$ cat config.mk
export PLATFORM = sky130hd
export DESIGN_NAME = i2c_arbiter
export DESIGN_NICKNAME = d
export VERILOG_FILES = /design/src/rtl/i2c_arbiter.sv
export SDC_FILE = /design/constraint.sdc
export NUM_CORES = 1
export LEC_CHECK = 0
export BUFFER_PORTS_ARGS = -buffer_cell sky130_fd_sc_hd__buf_2
export CORE_MARGIN = 10
export CORE_UTILIZATION = 45
export CTS_BUF_LIST = sky130_fd_sc_hd__clkbuf_16
export CTS_CLUSTER_SIZE = 28
export DETAILED_ROUTE_END_ITERATION = 10
export PLACE_DENSITY_LB_ADDON = 0.05
export SLEW_MARGIN = 20
export SYNTH_ARGS = -nofsm -noshare
export SYNTH_HDL_FRONTEND = slang
export SYNTH_SLANG_ARGS = --single-unit
$ cat constraint.sdc
create_clock -name clk -period 1.5 [get_ports clk]
set_clock_uncertainty 0.05 [all_clocks]
set_input_delay 0.075 -clock clk [delete_from_list [all_inputs] [get_ports clk]]
set_output_delay 0.075 -clock clk [all_outputs]
set_load 0.05 [all_outputs]
$ cat src/rtl/i2c_arbiter.sv
// i2c_arbiter: two-requester round-robin front end for a single I2C master.
// A granted request is latched into the m_* command fields, issued with a
// one-cycle m_start, and then waited on until m_done arrives or the WAIT
// counter reaches its terminal count. The result goes back to the owning
// requester as a one-cycle rsp_done pulse.
module i2c_arbiter #(
  parameter int TIMEOUT = 4096
) (
  input  logic        clk,
  input  logic        reset,
  input  logic [1:0]  req_valid,
  input  logic [13:0] req_addr,
  input  logic [1:0]  req_rw,
  input  logic [15:0] req_wdata,
  output logic [1:0]  req_ready,
  output logic [1:0]  rsp_done,
  output logic [7:0]  rsp_rdata,
  output logic        rsp_nack,
  output logic        timeout,
  output logic        m_start,
  output logic [6:0]  m_addr,
  output logic        m_rw,
  output logic [7:0]  m_wdata,
  input  logic        m_busy,
  input  logic        m_done,
  input  logic [7:0]  m_rdata,
  input  logic        m_nack
);

  localparam logic [1:0] IDLE  = 2'd0;
  localparam logic [1:0] ISSUE = 2'd1;
  localparam logic [1:0] WAIT  = 2'd2;
  localparam logic [1:0] RESP  = 2'd3;

  localparam int              CW   = $clog2(TIMEOUT);
  localparam logic [CW-1:0]   TERM = CW'(TIMEOUT - 1);

  logic [1:0]    state;
  logic          last_grant;
  logic          owner;
  logic [CW-1:0] count;
  logic [7:0]    res_rdata;
  logic          res_nack;
  logic          res_timeout;
  logic          sel;
  logic          handshake;

  // Pick the requester to offer ready to: the sole valid one, or on a tie
  // the one that did not win last time.
  always_comb begin
    // NOTE: every signal gets a default first so no path leaves a latch.
    sel       = 1'b0;
    req_ready = 2'b00;
    if (req_valid == 2'b11) sel = ~last_grant;
    else                    sel = req_valid[1];
    if (!reset && state == IDLE && !m_busy && req_valid[sel])
      req_ready = sel ? 2'b10 : 2'b01;
  end

  assign handshake = |req_ready;

  // Outputs decoded from the state so they are exactly one cycle wide and
  // fall to zero the moment reset forces the state back to IDLE.
  always_comb begin
    m_start   = (state == ISSUE);
    rsp_done  = 2'b00;
    rsp_rdata = 8'h00;
    rsp_nack  = 1'b0;
    timeout   = 1'b0;
    if (state == RESP) begin
      rsp_done  = owner ? 2'b10 : 2'b01;
      rsp_rdata = res_rdata;
      rsp_nack  = res_nack;
      timeout   = res_timeout;
    end
  end

  // Transaction sequencer: grant, issue, wait for completion or timeout,
  // respond, then return to IDLE.
  always_ff @(posedge clk or posedge reset) begin
    // NOTE: the register set is small, so every register is reset; this
    // also guarantees an abandoned transaction leaves nothing behind.
    if (reset) begin
      state       <= IDLE;
      last_grant  <= 1'b1;
      owner       <= 1'b0;
      count       <= '0;
      res_rdata   <= 8'h00;
      res_nack    <= 1'b0;
      res_timeout <= 1'b0;
      m_addr      <= 7'h00;
      m_rw        <= 1'b0;
      m_wdata     <= 8'h00;
    end else begin
      // NOTE: non-blocking assignments keep every register update in step.
      case (state)
        IDLE: begin
          if (handshake) begin
            m_addr  <= sel ? req_addr[13:7]   : req_addr[6:0];
            m_rw    <= sel ? req_rw[1]        : req_rw[0];
            m_wdata <= sel ? req_wdata[15:8]  : req_wdata[7:0];
            owner   <= sel;
            state   <= ISSUE;
          end
        end
        ISSUE: begin
          count <= '0;
          state <= WAIT;
        end
        WAIT: begin
          if (m_done) begin
            res_rdata   <= m_rdata;
            res_nack    <= m_nack;
            res_timeout <= 1'b0;
            state       <= RESP;
          end else if (count == TERM) begin
            res_rdata   <= 8'h00;
            res_nack    <= 1'b1;
            res_timeout <= 1'b1;
            state       <= RESP;
          end else begin
            count <= count + 1'b1;
          end
        end
        RESP: begin
          last_grant <= owner;
          state      <= IDLE;
        end
        default: state <= IDLE;
      endcase
    end
  end

endmodule

* Word level (Yosys, flattened, before mapping)
Index checks and enable logic that the tools add are counted.
** Word-level totals
- Register bits after elaboration :: 42
- Input bits :: 47
- Output and inout bits :: 31
- Logic and storage cells :: 60
** Operators by class
- Add/subtract/negate cells :: 1
- Magnitude comparators :: 1
- Eq/ne operators :: 9
- Multiplexer cells :: 25
- Bitwise operators :: 1
- Reduce and logical (&&, ||, !) cells :: 13
** Operators by type and width (number)
- two-way mux 8 bit :: 4
- two-way mux 12 bit :: 2
- one-hot mux 12 bit (2 select lines) :: 1
- two-way mux 2 bit :: 7
- adder 12 x 1 -> 12 bit, second input constant :: 1
- == test 12 bit, second input constant :: 1
- two-way mux 1 bit :: 9
- one-hot mux 2 bit (4 select lines) :: 1
- two-way mux 7 bit :: 1
- == test 2 bit, second input constant :: 3
- inequality test 2 bit, second input constant :: 3
- AND reduction 2 bit :: 3
- nonzero test 2 bit :: 2
- logical AND 1 bit :: 3
- inequality test 3 bit, second input constant :: 1
- AND reduction 3 bit :: 1
- == test 2 x 1 -> 1 bit, second input constant :: 1
- zero test 1 bit :: 2
- zero test 2 bit :: 1
- less-than comparator 1 x 2 -> 1 bit, second input constant :: 1
- OR reduction 2 bit :: 1
- NOT 1 bit :: 1

* Longest topological paths before layout
Gate-level depths: netlist of run 1.
- Depth after elaboration :: 9
- Depth in mapped cells :: 6
- Depth with buffers taken out :: 6

* Worst setup path after synthesis of run 1
OpenSTA, ideal clock, no wires.
- Path type :: flip-flop to output port
- Start point :: reg state[0]
- End point :: out req_ready[0]
- Arrival time :: 1.787 ns
- Required time :: 1.375 ns
- Slack :: -0.412 ns
- Cell stages (with the launch flop) :: 6
- Buffers on the path :: 1
- Cell sequence :: dfrtp_1 inv_1 ha_1 o211ai_2 clkbuf_1 nor2_1
** Between the ends
- Word-level cells in the longest chain between the ends :: 5
** Ends and longest elaborated chain
- start, declared :: line 38 : logic [1:0] state;
- start signal, assigned :: line 84 : state <= IDLE;
- start signal, assigned :: line 103 : state <= ISSUE;
- start signal, assigned :: line 108 : state <= WAIT;
- zero test 2 bit :: line 56 : if (!reset && state == IDLE && !m_busy && req_valid[sel])
- logical AND 1 bit (3 in a row) :: line 56
- two-way mux 2 bit :: line 56
- end, declared :: line 15 : output logic [1:0] req_ready,
Every way passes these cells.

* Worst setup path in the final report of run 1
- Start point :: reg state[1]
- End point :: out rsp_rdata[5]
** Between the ends
- Word-level cells in the longest chain between the ends :: 2
** Ends and longest elaborated chain
- == test 2 bit :: line 70 : if (state == RESP) begin
- two-way mux 8 bit :: line 70
- end, declared :: line 17 : output logic [7:0] rsp_rdata,
Every way passes these cells.

==> results.cfg, run 1 <==
[pwr]
ir_drop_mv = 1.217
clkPwrFrac_pct = 17.4
power_w = 0.006682
power_switching_w = 0.002863
p_leak_nw = 1.887
switching_share_pct = 42.85
pwr_density_cell_nw_per_um2 = 1822
intPower_w = 0.003819
pwr-share-comb_pct = 56.3
power_frac_seq_pct = 26.3

[placed_design]
post_dp_cell_area_um2 = 3070
place_ws_ns = -0.06617
place_congestion = 0.8025
dp_hpwl_um = 4801
io_buffers = 77

[timing]
whs_ns = 0.01427
rsz0062_at_grt = yes
relSlewSlack_pct = 67.01
fmax_mhz = 633.9
period_share_pct = 105.2
fin_crit_ns = 1.577
slew_viol_final = 0
finalSetupViolations = 20
tns_ns = -0.9086
setup_ws_ns = -0.07746
finalHoldViolCount = 0
worstMarginPinSlew_ns = 0.4944

[worst_setup_path]
crit_required_ns = 1.37
crit_slowest_cell = dfrtp_1
start_kind = flop
end_kind = primary output
cp.buffers_inverters = 3
cp_cell_sequence = buf_4 -> ha_4 -> buf_12 -> and2_1 -> buf_6
max_stage_delay_ns = 0.41
crit_type = reg -> out
critical_path_arrival_ns = 1.45
crit_family = buffers and inverters
crit_fanout = 13

[global_routing]
grt_pass1_wl_um = 10610
grt_antenna_before_repair = 0
grt_use_total_pct = 15.37
globalRouteOverflowTotal = 0
grt_pass1_vias = 2372
grt_max_degree = 23

[route]
drc = 0
routedWlPerCell_um = 15.61
wl_um = 6602
ant_nets = 0
vias_per_cell = 5.142
vias = 2175
dr.pass1.iters = 4
drtIter0Drc = 63

[synthesis]
ys_warn_count = 0
syn_area_per_cell_um2 = 10.21
synthFlopType = dfrtp_1
syn-num-nets = 273
yosys.cell_types.count = 48
netlist_instances = 220
postSynthRegisterBits = 42
synth_edf_count = 0
yosysSeqAreaShare_pct = 46.85
async_flop_share_pct = 100.0
syn_area_um2 = 2246

[layout]
n_fill_cell = 336
multi_input_area_um2 = 1289
seqCellArea_um2 = 1055
syn2layout_area_growth_pct = 63.34
drive_above_1_share_pct = 49.44
final_cell_mix = buf_2 (63), buf_4 (42), dfrtp_1 (39)
final_cell_area_um2 = 3669
final_common_cell = buf_2
fin_nets = 408
diodes = 0

[clock_tree]
cts_made_buffers = 5
cts.sinks = 42
path_clk_slew_ns = 0.06
cts_root_buf = clkbuf_16
tritoncts = yes
cts_buffer_depth = 2
worst_skew_pair.late_latency_ns = 0.27
h-tree-depth = 2

[floorplan]
rows = 25
dieArea_um2 = 8217
core_region_area_um2 = 4786
die_width_um = 90.65
start_util_pct = 46.93
die_y_um = 90.65
num_io_pins = 78

[outcome]
outcome = finished with violations
violations = setup timing

[job]
cap_viol_max_count = 0

[worst_hold_path]
hold_class = in -> reg
worst paths after layout:
| check | from | to | slack (ns) | depth (start not counted) |
|---|---|---|---|---|
| worst max-delay path | state[1] | rsp_rdata[5] | -0.08 | 5 |
| worst min-delay path | req_wdata[6] | m_wdata[6] | 0.01 | 3 |
| worst max register to register | count[10] | count[11] | -0.03 | 5 |
| worst min register to register | m_addr[3] | m_addr[3] | 0.42 | 2 |
| max in group asynchronous | reset | last_grant | 0.54 | 4 |
| min in group asynchronous | reset | m_wdata[6] | 0.32 | 3 |
through the flow:
stage | std cells | util, %
global placement | 394 | 64.16
floorplan | 220 | -
CTS | 416 | 74.22
detailed placement | 394 | 64.16
finish | 423 | 76.65
global route | 423 | 76.65
sequential cells by signal, summed over array words and instances (netlist names):
name         flops
count           12
last_grant       1
m_addr           7
m_rw             1
m_wdata          8
owner            1
res_nack         1
res_rdata        8
res_timeout      1
state            2
cells in the mapped netlist, drive strengths merged, types with 4 or more instances:
cell type   n  share of area [%]
dfrtp      41                 46
and2       15                4.2
a31oi       5                1.4
o21ai      20                4.5
clkbuf      8                1.3
nor2        6                1.0
buf         4                1.0
nand2      25                4.2
nor2b       7                1.9
ha          6                3.3
a21oi       5                1.1
nand4       4                1.4
inv         6                1.0
a22o        8                3.1
mux2i      17                7.6
nand3       6                1.3
cell families after synthesis:
logic type	after synthesis	synth area share, %
buffers and inverters	18	3.343
DFF	42	46.85
AOI/OAI and AO/OA	54	17.55
adders and majority gates	6	3.343
and+or+nand+nor	81	20.33
muxes	19	8.579
power groups by stage:
stage	registers [W]	logic, W	clock network, W
floorplan	0.00243	0.00149	0
global placement	0.00175	0.00328	0
detailed placement	0.00176	0.00331	0
CTS	0.00175	0.00361	0.00120
global route	0.00181	0.00401	0.00126
finish	0.00176	0.00376	0.00117
layer usage:
layer  GRT usage [%]  vias up  routed length (µm)
li1                -     1058                   -
met1           16.77     1043                2640
met2           28.00       64                3594
met3           3.990       10                 271
met4           5.040        0                  97
met5               0        -                   0
cell type report:
type                       instances  area share, %
multi-input combinational        160          35.13
timing repair buffer             140          28.79
sequential                        42          28.75
clock buffer                       5          3.411
tap                               67          2.285
clock inverter                     3          1.023
inverter                           6         0.6139
timing repair:
item,4_1_cts,5_1_grt
cloned,0,1
pin swaps,10,8
hold buffers,9,0
gates resized for setup,51,26
setup buffers,5,7
endpoints found under the setup margin,34,53
endpoints found under the hold margin,16,0
tightest hold or removal path, delay by kind of cell:
kind,cells,cell delay [ns]
compound gates,1,0.10
mux,1,0.05
buf+inv,1,0.07
Note: power is estimated with default switching activity, not from simulation.
==> run 2, diff against run 1 <==
--- a/config.mk
+++ b/config.mk
@@ -6,7 +6,7 @@
 export NUM_CORES = 1
 export LEC_CHECK = 0
 export BUFFER_PORTS_ARGS = -buffer_cell sky130_fd_sc_hd__buf_2
-export CORE_MARGIN = 10
+export CORE_ASPECT_RATIO = 1.75
 export CORE_UTILIZATION = 45
 export CTS_BUF_LIST = sky130_fd_sc_hd__clkbuf_16
 export CTS_CLUSTER_SIZE = 28
==> run 2 against run 1 <==
The flow still finishes with violations (setup timing). Final cell count down 2.6%. Combinational power increased by 5.9%. Utilization grew 2.8 points. Highest routed layer unchanged. Total power up 7.6%. Routed wire length is 0.83% higher. Sequential cell count is the same. Largest cell class unchanged. Sequential share of layout area fell by 0.82 points. Final area grew 2.8%. Count of clock-buffer cells in the layout stayed put. Critical path depth up 1.
==> results.cfg, run 2 (synthesis results as in run 1) <==
[route]
drc = 0
vias = 2228
routedWlPerCell_um = 16.16
ant_nets = 0
wl_um = 6657
vias_per_cell = 5.408
drtIter0Drc = 66
dr.pass1.iters = 4

[worst_setup_path]
crit_family = buffers and inverters
crit_fanout = 4
endpoint = req_ready[1]
crit_required_ns = 1.37
r2r-start = state[1]
critical_path_arrival_ns = 1.50
end_kind = primary output
regToRegEndpoint = count[1]
cp.buffers_inverters = 3
crit_slowest_cell = dfrtp_1
start_kind = flop
cp_cell_sequence = inv_2 -> ha_4 -> o211ai_4 -> buf_12 -> nor2b_4 -> buf_8
max_stage_delay_ns = 0.39
rrSetupSlack_ns = -0.06
r2r.worst_path.cells = 6
crit_start = state[0]
crit_type = reg -> out
crit_cells = 6

[floorplan]
core_region_area_um2 = 4748
rows = 33
start_util_pct = 47.30
num_io_pins = 78
dieArea_um2 = 5289
die_width_um = 55.41
die_y_um = 95.46

[timing]
whs_ns = 0.01112
finalSetupViolations = 16
relSlewSlack_pct = 70.89
fmax_mhz = 616.3
worstMarginPinSlew_ns = 0.4361
slew_viol_final = 0
finalHoldViolCount = 0
tns_ns = -0.4228
fin_crit_ns = 1.623
rsz0062_at_grt = yes
period_share_pct = 108.2
setup_ws_ns = -0.1226

[clock_tree]
cts_made_buffers = 5
cts_root_buf = clkbuf_16
cts.sinks = 42
cts_buffer_depth = 2
tritoncts = yes
worst_skew_pair.late_latency_ns = 0.29
h-tree-depth = 2
path_clk_slew_ns = 0.06

[layout]
syn2layout_area_growth_pct = 67.97
final_cell_mix = buf_2 (62), buf_4 (46), dfrtp_1 (40)
drive_above_1_share_pct = 51.94
diodes = 0
final_common_cell = buf_2
reg_top3 = count (12), m_wdata (8), res_rdata (8)
n_fill_cell = 318
regMostFlops = count
fin_nets = 412
final_util_pct = 79.45
largest_register_ffs = 12

[pwr]
ir_drop_mv = 1.535
pwr_density_cell_nw_per_um2 = 1906
p_leak_nw = 1.943

[global_routing]
grt_pass1_vias = 2317
grt_use_total_pct = 24.39
globalRouteOverflowTotal = 0
grt_antenna_before_repair = 0
grt_max_degree = 34
grt_pass1_wl_um = 10070

[outcome]
outcome = finished with violations
violations = setup timing

[placed_design]
place_congestion = 0.7975
dp_hpwl_um = 4278
io_buffers = 77

[worst_hold_path]
hold_class = in -> reg

[job]
cap_viol_max_count = 0
-- run 2: layout make-up --
| class | instances | area [µm²] | area share, % |
|---|---|---|---|
| multi-input cells | 160 | 1324 | 35.09 |
| inverters | 6 | 22.52 | 0.5970 |
| flip-flops and latches | 42 | 1054 | 27.93 |
| repair buffers | 144 | 1114 | 29.52 |
| clock buffers | 5 | 125.1 | 3.317 |
| well taps | 52 | 65.06 | 1.725 |
| clock inverters | 3 | 68.82 | 1.824 |
-- run 2: worst min path at each step --
stage                 startpoint           end  slack (ns)  cells after the start
finish              req_wdata[7]    m_wdata[7]        0.01                      3
global route         req_addr[4]     m_addr[4]        0.03                      3
floorplan             m_rdata[5]  res_rdata[5]        0.16                      1
global placement           reset     m_addr[2]        0.05                      2
CTS                 req_wdata[4]    m_wdata[4]        0.01                      3
detailed placement         reset    m_wdata[0]        0.06                      2
-- run 2: per-stage QoR --
step / worst slack (ns) / cells / cell area [µm²] / power [W]
2_1_floorplan: -0.001280 / 220 / 2278 / 0.003924
4_1_cts: -0.07476 / 404 / 3551 / 0.006778
6_report: -0.1226 / 412 / 3772 / 0.007189
3_5_place_dp: -0.1053 / 375 / 2997 / 0.004927
5_1_grt: -0.1671 / 412 / 3772 / 0.007535
3_3_place_gp: -0.09483 / 375 / 2997 / 0.004889
-- run 2: layer usage --
metal  vias up  GRT usage [%]  routed length [µm]
met3        13          5.020                 258
met2        60          48.09                3863
met4         0          10.42                 160
met5         -              0                   0
li1       1061              -                   -
met1      1094          24.17                2373
-- run 2: power by group --
group	total (W)	internal [W]	switching [W]
Sequential	0.00178	0.00153	0.000248
Clock	0.00142	0.000957	0.000467
Combinational	0.00398	0.00165	0.00234
Total	0.00719	0.00414	0.00305
-- run 2: what timing repair did --
item                                    CTS  global route
pin swaps                                 7            14
resized for setup                        47            43
hold buffers                              9             0
hold endpoints to repair                 17             0
buffers inserted                         12             8
gates cloned                              0             1
endpoints found under the setup margin   34            48
-- run 2: worst reg2reg max path: cells and delay by family, from the launching register on --
family | cells | cell delay, ns
buf+inv | 1 | 0.15
simple gates | 2 | 0.26
flops | 1 | 0.40
compound gates | 2 | 0.43
fa+ha+maj | 1 | 0.17
